## config.mk

```make
export PLATFORM = sky130hd
export DESIGN_NAME = multicycle_controller
export DESIGN_NICKNAME = d
export VERILOG_FILES = /design/src/rtl/arm_ctrl_pkg.sv /design/src/rtl/multicycle_controller_cond_check.sv /design/src/rtl/multicycle_controller.sv
export SDC_FILE = /design/constraint.sdc
export NUM_CORES = 1
export LEC_CHECK = 0
export CAP_MARGIN = 20
export CORE_UTILIZATION = 40
export DETAILED_ROUTE_END_ITERATION = 6
export PLACE_DENSITY = 0.79
export SKIP_CTS_REPAIR_TIMING = 1
export SYNTH_ARGS = -nofsm -noshare
export SYNTH_HDL_FRONTEND = slang
export SYNTH_SLANG_ARGS = --single-unit
```

## constraint.sdc

```tcl
create_clock -name clk -period 3.8 [get_ports clk]
set_clock_uncertainty 0.05 [all_clocks]
set_input_delay 1.14 -clock clk [delete_from_list [all_inputs] [get_ports clk]]
set_output_delay 1.14 -clock clk [all_outputs]
set_load 0.005 [all_outputs]
```

## src/rtl/arm_ctrl_pkg.sv

```systemverilog
// Shared definitions for the multicycle ARM-subset controller.
// Holds the FSM state enum, mux-select / immediate-format encodings,
// the ALU control encoding, the data-processing command decode and
// the ARM condition codes.
package arm_ctrl_pkg;

    typedef enum logic [3:0] {
        FETCH,
        DECODE,
        MEMADR,
        MEMRD,
        MEMWB,
        MEMWR,
        EXECR,
        EXECI,
        ALUWB,
        BRANCH
    } state_t;

    // Immediate extender formats
    localparam logic [1:0] IMM_DP  = 2'b00;  // 8-bit zero-extend
    localparam logic [1:0] IMM_MEM = 2'b01;  // 12-bit LDR/STR offset
    localparam logic [1:0] IMM_BR  = 2'b10;  // 24-bit branch offset

    // Result mux selects
    localparam logic [1:0] RES_ALUOUT = 2'b00;  // registered ALU result
    localparam logic [1:0] RES_DATA   = 2'b01;  // memory read data
    localparam logic [1:0] RES_ALU    = 2'b10;  // live ALU result

    // ALU operand B selects
    localparam logic [1:0] SRCB_REG  = 2'b00;
    localparam logic [1:0] SRCB_EXT  = 2'b01;
    localparam logic [1:0] SRCB_FOUR = 2'b10;

    // ALU control
    localparam logic [1:0] ALU_ADD = 2'b00;
    localparam logic [1:0] ALU_SUB = 2'b01;
    localparam logic [1:0] ALU_AND = 2'b10;
    localparam logic [1:0] ALU_ORR = 2'b11;

    // Data-processing command field funct[4:1]
    localparam logic [3:0] CMD_ADD = 4'b0100;
    localparam logic [3:0] CMD_SUB = 4'b0010;
    localparam logic [3:0] CMD_AND = 4'b0000;
    localparam logic [3:0] CMD_ORR = 4'b1100;

    // ARM condition codes
    localparam logic [3:0] COND_EQ = 4'b0000;
    localparam logic [3:0] COND_NE = 4'b0001;
    localparam logic [3:0] COND_CS = 4'b0010;
    localparam logic [3:0] COND_CC = 4'b0011;
    localparam logic [3:0] COND_MI = 4'b0100;
    localparam logic [3:0] COND_PL = 4'b0101;
    localparam logic [3:0] COND_VS = 4'b0110;
    localparam logic [3:0] COND_VC = 4'b0111;
    localparam logic [3:0] COND_HI = 4'b1000;
    localparam logic [3:0] COND_LS = 4'b1001;
    localparam logic [3:0] COND_GE = 4'b1010;
    localparam logic [3:0] COND_LT = 4'b1011;
    localparam logic [3:0] COND_GT = 4'b1100;
    localparam logic [3:0] COND_LE = 4'b1101;
    localparam logic [3:0] COND_AL = 4'b1110;

    // Unknown commands fall back to ADD
    function automatic logic [1:0] alu_decode(input logic [3:0] cmd);
        case (cmd)
            CMD_ADD: alu_decode = ALU_ADD;
            CMD_SUB: alu_decode = ALU_SUB;
            CMD_AND: alu_decode = ALU_AND;
            CMD_ORR: alu_decode = ALU_ORR;
            default: alu_decode = ALU_ADD;
        endcase
    endfunction

    // Only arithmetic ops produce meaningful carry/overflow
    function automatic logic is_arith(input logic [3:0] cmd);
        is_arith = (cmd == CMD_ADD) || (cmd == CMD_SUB);
    endfunction

endpackage

```

## src/rtl/multicycle_controller_cond_check.sv

```systemverilog
// Condition evaluation and NZCV flag storage.
// Ports:
//   clk, reset          - clock, synchronous active-high reset (clears NZCV)
//   cond[3:0]           - instruction condition field
//   alu_flags[3:0]      - NZCV from the ALU this cycle
//   nz_we, cv_we        - load enables for the N/Z and C/V flag pairs
//   cond_ex             - condition passes against the stored flags
//   flags[3:0]          - stored NZCV
module cond_check
    import arm_ctrl_pkg::*;
(
    input  logic       clk,
    input  logic       reset,
    input  logic [3:0] cond,
    input  logic [3:0] alu_flags,
    input  logic       nz_we,
    input  logic       cv_we,
    output logic       cond_ex,
    output logic [3:0] flags
);

    logic [3:0] flags_reg;
    logic [3:0] flags_next;
    logic [3:0] bit_we;
    logic       n, z, c, v;

    // Bit order is N,Z,C,V from msb to lsb
    assign bit_we = {nz_we, nz_we, cv_we, cv_we};

    generate
        for (genvar gi = 0; gi < 4; gi++) begin : g_flag
            assign flags_next[gi] = bit_we[gi] ? alu_flags[gi] : flags_reg[gi];
        end
    endgenerate

    always_ff @(posedge clk) begin
        if (reset) begin
            flags_reg <= 4'b0000;
        end else begin
            flags_reg <= flags_next;
        end
    end

    assign {n, z, c, v} = flags_reg;
    assign flags        = flags_reg;

    always_comb begin
        cond_ex = 1'b0;
        case (cond)
            COND_EQ: cond_ex = z;
            COND_NE: cond_ex = ~z;
            COND_CS: cond_ex = c;
            COND_CC: cond_ex = ~c;
            COND_MI: cond_ex = n;
            COND_PL: cond_ex = ~n;
            COND_VS: cond_ex = v;
            COND_VC: cond_ex = ~v;
            COND_HI: cond_ex = c & ~z;
            COND_LS: cond_ex = ~c | z;
            COND_GE: cond_ex = (n == v);
            COND_LT: cond_ex = (n != v);
            COND_GT: cond_ex = ~z & (n == v);
            COND_LE: cond_ex = z | (n != v);
            COND_AL: cond_ex = 1'b1;
            default: cond_ex = 1'b0;  // 1111 is never executed
        endcase
    end

endmodule

```

## src/rtl/multicycle_controller.sv

```systemverilog
// Multicycle ARM-subset control unit: FSM sequencing plus datapath
// enable / mux-select decode. Condition checking and NZCV storage live
// in cond_check.
// Ports:
//   clk, reset        - clock, synchronous active-high reset
//   Instr[31:12]      - cond, op, funct, Rn, Rd fields of the held IR
//   ALUFlags[3:0]     - NZCV from the ALU this cycle
//   PCWrite, IRWrite, MemWrite, RegWrite - write enables
//   AdrSrc, ALUSrcA   - 1-bit mux selects
//   ResultSrc, ALUSrcB, ImmSrc, RegSrc, ALUControl - 2-bit selects
module multicycle_controller
    import arm_ctrl_pkg::*;
(
    input  logic         clk,
    input  logic         reset,
    input  logic [31:12] Instr,
    input  logic [3:0]   ALUFlags,
    output logic         PCWrite,
    output logic         IRWrite,
    output logic         MemWrite,
    output logic         RegWrite,
    output logic         AdrSrc,
    output logic         ALUSrcA,
    output logic [1:0]   ResultSrc,
    output logic [1:0]   ALUSrcB,
    output logic [1:0]   ImmSrc,
    output logic [1:0]   RegSrc,
    output logic [1:0]   ALUControl
);

    state_t     state_reg;
    state_t     state_next;
    state_t     out_state;

    logic [3:0] cond;
    logic [1:0] op;
    logic [5:0] funct;
    logic [3:0] rd;
    logic [1:0] alu_dec;
    logic       cond_ex;
    logic       in_exec;
    logic       nz_we;
    logic       cv_we;
    logic [3:0] flags;
    logic       unused_bits;

    assign cond  = Instr[31:28];
    assign op    = Instr[27:26];
    assign funct = Instr[25:20];
    assign rd    = Instr[15:12];

    // Rn is a datapath concern only; flags are observed internally.
    assign unused_bits = ^{Instr[19:16], flags};

    assign alu_dec = alu_decode(funct[4:1]);

    // Flags load on the edge that ends an execute state when S is set
    // and the instruction actually executes.
    assign in_exec = (state_reg == EXECR) || (state_reg == EXECI);
    assign nz_we   = in_exec & funct[0] & cond_ex & ~reset;
    assign cv_we   = nz_we & is_arith(funct[4:1]);

    cond_check u_cond (
        .clk       (clk),
        .reset     (reset),
        .cond      (cond),
        .alu_flags (ALUFlags),
        .nz_we     (nz_we),
        .cv_we     (cv_we),
        .cond_ex   (cond_ex),
        .flags     (flags)
    );

    // State register
    always_ff @(posedge clk) begin
        if (reset) begin
            state_reg <= FETCH;
        end else begin
            state_reg <= state_next;
        end
    end

    // Next-state logic
    always_comb begin
        state_next = state_reg;
        case (state_reg)
            FETCH:  state_next = DECODE;
            DECODE: begin
                case (op)
                    2'b01:   state_next = MEMADR;
                    2'b00:   state_next = funct[5] ? EXECI : EXECR;
                    2'b10:   state_next = BRANCH;
                    default: state_next = FETCH;  // unsupported op is a NOP
                endcase
            end
            MEMADR: state_next = funct[0] ? MEMRD : MEMWR;
            MEMRD:  state_next = MEMWB;
            EXECR:  state_next = ALUWB;
            EXECI:  state_next = ALUWB;
            default: state_next = FETCH;
        endcase
    end

    // While reset is held the outputs look like FETCH with its enables
    // suppressed, so an aborted instruction cannot write on the reset edge.
    assign out_state = reset ? FETCH : state_reg;

    // Output decode
    always_comb begin
        PCWrite    = 1'b0;
        IRWrite    = 1'b0;
        MemWrite   = 1'b0;
        RegWrite   = 1'b0;
        AdrSrc     = 1'b0;
        ALUSrcA    = 1'b0;
        ResultSrc  = RES_ALUOUT;
        ALUSrcB    = SRCB_REG;
        ImmSrc     = IMM_DP;
        RegSrc     = 2'b00;
        ALUControl = ALU_ADD;
        case (out_state)
            FETCH: begin
                PCWrite   = ~reset;
                IRWrite   = ~reset;
                ALUSrcA   = 1'b1;
                ALUSrcB   = SRCB_FOUR;
                ResultSrc = RES_ALU;
            end
            DECODE: begin
                ALUSrcA   = 1'b1;
                ALUSrcB   = SRCB_FOUR;
                ResultSrc = RES_ALU;
            end
            MEMADR: begin
                ALUSrcB   = SRCB_EXT;
                ImmSrc    = IMM_MEM;
                RegSrc[1] = ~funct[0];
            end
            MEMRD: begin
                AdrSrc    = 1'b1;
                ResultSrc = RES_ALUOUT;
            end
            MEMWB: begin
                ResultSrc = RES_DATA;
                RegWrite  = cond_ex;
            end
            MEMWR: begin
                AdrSrc    = 1'b1;
                ResultSrc = RES_ALUOUT;
                MemWrite  = cond_ex;
                RegSrc[1] = ~funct[0];
            end
            EXECR: begin
                ALUSrcB    = SRCB_REG;
                ALUControl = alu_dec;
            end
            EXECI: begin
                ALUSrcB    = SRCB_EXT;
                ImmSrc     = IMM_DP;
                ALUControl = alu_dec;
            end
            ALUWB: begin
                ResultSrc = RES_ALUOUT;
                RegWrite  = cond_ex;
                PCWrite   = cond_ex & (rd == 4'b1111);
            end
            BRANCH: begin
                ALUSrcB   = SRCB_EXT;
                ImmSrc    = IMM_BR;
                ResultSrc = RES_ALU;
                RegSrc[0] = 1'b1;
                PCWrite   = cond_ex;
            end
            default: begin
            end
        endcase
    end

endmodule

```

==> impl_results.md, run 1 <==
* Cell area power density at 185 mW/mm^2
* Slowest cell on crit path: o311ai_2
* Count of cell types in the netlist at between 40 and 50
* Unrepaired setup endpoints after global routing: false
* Final setup fails at 0
* # DRC at 0
* Die Height at around 49 um
* Cells after synthesis at between 100 and 150
* Critical-path cell list: clkbuf_2 > buf_6 > nand4bb_1 > o221ai_2 > o311ai_2 > and3_4 > o21bai_1 > dlymetal6s2s_1
* Share of cells above drive strength 1 at roughly 26%
* Full die area at about 0.0024 mm^2
* Clk slew on worst S/H paths at ~0.05 ns
* Yosys reg bits at 8
* Sw frac at a little under a third
* Final min period at ~3.8 ns
* Post-DP Area at between 0.001 and 0.0015 mm^2
* Final Max Slew Viols at 0
* Clock tree buffer depth at 2
* Die width at between 40 and 50 um
* Leak at between 0.0006 and 0.0007 uW
* WP data arrival at approximately 2.6 ns
* DP HPWL at between 2000 and 2500 um
* Crit-path max cell delay at about 0.34 ns
* Layout Nets at 190
* CTS Sinks at 8
* Met2 Wirelength at roughly 1400 um
* H-tree depth at 1
* Max Fclk at ~270 MHz
* Most common flop cell mapped by yosys: dfxtp_1
* Avg Synthesized Cell Area at approximately 7.6 um^2
* Area Growth Syn to Fin at 64.1%
* Core Region at between 0.002 and 0.0025 mm^2
* Initial Util at between 40 and 50%
* Worst slew margin at between 60% and 70%
* Internal at 185 uW
* CP Capture Type: output port
* Sequential fraction of the synthesis area at approximately 18%
* Sequential fraction of design power at 36.4%
* Total overflow reported by the global router at 0
* Max cap viols at 0
* Wl on met1 at ~1200 um
* First-pass GRT wire length at 4350 um
* CP Class: in2out
* Root buffer cell: clkbuf_4
* Register Area at about 160 um^2
* EDFF count, synth at 0
* Post-DRT Antenna Nets at 0
* Initial antenna violation count at 0
* Port Buffers at 37
* Top Layer Used: met4
* Sum of routed wire length over all layers at 2730 um
* Finished Cell Area at approximately 0.0014 mm^2
* Clock share of power at 24.0%
* Top cells by area, synth: dfxtp_1, nand2b_1, mux2i_1
* Comb power frac at about two fifths
* Area of the multi-input gates at 694 um^2
* Cell Rows at 16
* Total power at between 200 and 300 uW
* Io pins at 42
* Initial DRC count at 21
* Psw at between 70 and 80 uW
* Largest net degree at the start of global routing at 15
* Hold slack at between 0.4 and 0.5 ns
* Maximum vdd drop at about 0.00019 V
* Hold violation count in the final report at 0
* Startpoint Class: input pin
* Vias in the first global route at roughly 1000
* Vias/cell at between 5 and 6
* Drt wl/cell at roughly 14 um
* Antenna Cells at 0
* CTS Buf Count at 3
* Slew at the pin with the worst max-slew slack at between 0.4 and 0.5 ns
* CTS tree: done
* Wire length on met3 at roughly 120 um
* Syn Nets at between 100 and 150
* Async set-reset flop share out of synthesis at 0%
* Worst EP required at 2.61 ns
* YS warnings at 0
* Fillcell total at about 170
* RePlAce Congestion at about 0.8
* Final Cycle Share at 99.3%
* Gr usage total at approximately 23%
* Status: finished, final reports clean
* Top-area cell type share of the netlist area at a little under a fifth
* Crit-path max FO at 8
* Total Neg Setup Slack at 0 ns
* Tightest Hold Check Type: reg2reg
* Netlist Area Pre-Place at around 870 um^2
* Skew-Pair Late Insertion Delay at roughly 0.25 ns
* DR pass1 iterations at 4
* Detailed-route via count at about 1000
* Fin util at between 70% and 80%
* Area leader, netlist: dfxtp_1
[cells in the mapped netlist, types with 2 or more instances]
| library cell | instances |
|---|---|
| or2_2 | 3 |
| nor4b_1 | 2 |
| xor2_1 | 4 |
| nor2b_1 | 3 |
| nor2_1 | 12 |
| inv_1 | 4 |
| nand2_1 | 8 |
| nand2b_1 | 9 |
| clkbuf_1 | 3 |
| a21oi_1 | 5 |
| or4_1 | 2 |
| nor3b_1 | 2 |
| nor3_1 | 8 |
| or4_4 | 2 |
| dfxtp_1 | 8 |
| xnor2_1 | 3 |
| mux2i_1 | 5 |
| o21ai_0 | 3 |
| buf_4 | 2 |
| buf_2 | 2 |
| and3_1 | 3 |
[cells by family (layout without fill, tap and decap cells)]
| group | after synthesis | count (layout) | share of synthesized area [%] |
|---|---|---|---|
| compound gates | 20 | 20 | 19.5 |
| xor+xnor | 7 | 7 | 7.04 |
| buf+inv | 12 | 60 | 7.18 |
| flops | 8 | 8 | 18.4 |
| mux | 5 | 5 | 5.75 |
| simple gates | 62 | 62 | 42.1 |
[path summary, 6_finish.rpt]
check	startpoint	endpoint	slack, ns	cells after the start
worst min-delay path	u_cond.flags[1]	u_cond.flags[1]	0.48	2
worst min register to register	u_cond.flags[1]	u_cond.flags[1]	0.48	2
worst max register to register	state_reg[1]	u_cond.flags[1]	1.56	5
worst max-delay path	Instr[28]	PCWrite	0.03	8
[cell type report]
type                            count  share of cell area [%]
Timing Repair Buffer               53                    35.2
Inverter                            4                    1.05
Multi-Input combinational cell     94                    48.6
Clock buffer                        3                    1.58
Tap cell                           27                    2.36
Sequential cell                     8                    11.2
[metrics by stage]
step / worst slack (ns) / cells
after CTS: -0.717 / 188
after floorplan: 0.255 / 114
after detailed placement: -0.709 / 185
after global routing: 0.00126 / 189
after global placement: -0.675 / 185
final: 0.0281 / 189
[worst max-delay path: cells and delay by family]
family / cells / cell delay (ns)
AND/OR/NAND/NOR: 2 / 0.45
AO/OA/AOI/OAI: 3 / 0.55
buffers and inverters: 3 / 0.44
[routing by layer]
layer / global-route usage, % / vias to the layer above
met5: 0 / -
met4: 10.8 / 0
met3: 2.83 / 4
met2: 39.1 / 31
met1: 27.9 / 501
li1: - / 509
[power by group through the flow]
| stage | Sequential [uW] | Combinational (uW) | Clock [uW] |
|---|---|---|---|
| floorplan | 91.0 | 47.4 | 0 |
| global placement | 96.9 | 95.0 | 0 |
| detailed placement | 97.1 | 98.7 | 0 |
| CTS | 95.3 | 99.5 | 66.9 |
| global route | 97.3 | 112 | 71.0 |
| finish | 96.3 | 105 | 63.4 |
[cell usage in the layout (no fill, tap or decap), types with 4 or more instances in the layout]
master / instances
dfxtp_1: 8
nor3_1: 5
inv_1: 4
nand2_1: 8
nand2b_1: 9
dlymetal6s2s_1: 8
xor2_1: 4
clkdlybuf4s50_1: 26
a21oi_1: 5
nor2_1: 10
mux2i_1: 5
buf_4: 14
No activity file was read; power rests on OpenSTA's default activity.
==> run 2: changes to the inputs <==
GPL_TIMING_DRIVEN = 0   (was not set)
==> run 2 against run 1 <==
Against the previous run:
- power hardly changed
- worst hold slack worse by 0.012 ns
- non-clock buffer count is 3 lower
- critical endpoint unchanged
- combinational power hardly changed
- core utilization is 0.81 points lower
- setup slack better by 0.0059 ns
- highest routed layer unchanged
- sequential cell count stayed put
- die area stayed put
- count of clock-buffer cells in the layout stayed put
- first-iteration DRC count is 38% lower
- fmax is 0.16% higher
==> impl_results.md, run 2 (same netlist as run 1, synthesis figures left out) <==
* Hold depth at 2
* Slowest cell on crit path: o311ai_4
* CTS tree: done
* Fin util at a little over two thirds
* Hold Startpoint: u_cond.flags[1]
* Worst r2r path cells at 6
* CP Class: in2out
* Clock tree buffer depth at 2
* Area Growth Syn to Fin at 62.2%
* Critical-path cell list: clkbuf_2 > buf_6 > buf_12 > nand2_1 > o221ai_2 > o311ai_4 > and3_4 > o21bai_1 > dlymetal6s2s_1
* Share of cells above drive strength 1 at 21.4%
* WP data arrival at between 2 and 3 ns
* Tightest Hold Check Type: reg2reg
* Leak at 0.000599 uW
* Worst slew margin at 73.3%
* Sum of routed wire length over all layers at approximately 2500 um
* CP Capture Type: output port
* First-pass GRT wire length at roughly 4000 um
* Final setup fails at 0
* R2R Setup Slk at between 1.5 and 2 ns
* Hold violation count in the final report at 0
* Layout Nets at around 190
* Drt wl/cell at around 13 um
* Vias/cell at 5.45
* Slew at the pin with the worst max-slew slack at about 0.40 ns
* DR pass1 iterations at 4
* Crit-path max FO at 6
* Most common cell after layout, fill and taps aside: clkdlybuf4s50_1
* Initial Util at 43.5%
* Crit-path max cell delay at between 0.3 and 0.4 ns
* Core Region at 0.00200 mm^2
* Total overflow reported by the global router at 0
* Hold endpoint: u_cond.flags[1]
* Status: finished, final reports clean
* Skew-Pair Late Insertion Delay at 0.27 ns
* Final Max Slew Viols at 0
* Io pins at 42
* Final Cycle Share at 99.1%
* Post-DRT Antenna Nets at 0
* Detailed-route via count at 1014
* Full die area at ~0.0024 mm^2
* Clk slew on worst S/H paths at 0.06 ns
* Max Fclk at 266 MHz
* Initial antenna violation count at 0
* Die Height at between 40 and 50 um
* H-tree depth at 1
* Root buffer cell: clkbuf_4
* Startpoint Class: input pin
* Gr usage total at around a fifth
* Total Neg Setup Slack at 0 ns
* Worst EP required at about 2.6 ns
* CTS Sinks at 8
* Initial DRC count at 13
* CTS Buf Count at 3
* Final min period at approximately 3.8 ns
* R2r endpoint: u_cond.flags[0]
* Most frequent cells in the layout: clkdlybuf4s50_1, nor2_1, nand2_1, nand2b_1, dfxtp_1
* Cell area power density at approximately 190 mW/mm^2
* DP HPWL at roughly 1700 um
* RePlAce Congestion at between 0.8 and 0.9
* Die width at 48.7 um
* Port Buffers at 36
* # DRC at 0
* Vias in the first global route at roughly 930
* Antenna Cells at 0
* Cell Rows at 16
* Largest net degree at the start of global routing at 11
* R2R Path Start: state_reg[2]
* Maximum vdd drop at about 0.00017 V
* Max cap viols at 0
run 2: metal layers:
metal | wire (um) | GRT usage [%] | vias up
li1 | - | - | 505
met1 | 1100 | 27.3 | 475
met2 | 1210 | 35.2 | 29
met3 | 116 | 5.03 | 5
met4 | 29 | 5.88 | 0
met5 | 0 | 0 | -
run 2: worst max-delay path by stage:
stage | start | end | slack, ns | depth (start not counted)
2_1_floorplan | Instr[30] | MemWrite | 0.26 | 6
3_3_place_gp | Instr[28] | MemWrite | -0.84 | 8
3_5_place_dp | Instr[28] | MemWrite | -0.88 | 8
4_1_cts | Instr[28] | MemWrite | -0.88 | 8
5_1_grt | Instr[28] | PCWrite | -0.03 | 9
6_report | Instr[28] | PCWrite | 0.03 | 9
run 2: final cells by class:
type | instances | area [um^2]
clock buffers | 3 | 22.5
multi-input cells | 94 | 704
fillers | 160 | 589
flip-flops and latches | 8 | 160
inverters | 4 | 15.0
plain buffers | 8 | 51.3
well taps | 27 | 33.8
repair buffers | 42 | 425
run 2: worst max-delay path, delay by kind of cell:
| family | cells | cell delay [ns] |
|---|---|---|
| AO/OA/AOI/OAI | 3 | 0.55 |
| AND/OR/NAND/NOR | 2 | 0.34 |
| buffers and inverters | 4 | 0.55 |
run 2: metrics by stage:
stage | hold slack (ns) | area, um^2 | total power, uW | worst slack [ns] | cells
detailed placement | 0.450 | 1260 | 185 | -0.877 | 177
global route | 0.499 | 1410 | 281 | -0.0256 | 186
finish | 0.468 | 1410 | 264 | 0.0340 | 186
global placement | 0.437 | 1260 | 183 | -0.841 | 177
floorplan | 0.415 | 871 | 138 | 0.255 | 114
CTS | 0.459 | 1290 | 254 | -0.883 | 180
run 2: power by group:
group	switching, uW	total [uW]	leakage [uW]	internal (uW)
sequential	3.60	90.3	0.0000650	86.7
combinational	46.3	105	0.000520	59.0
clock	32.5	68.8	0.0000138	36.4
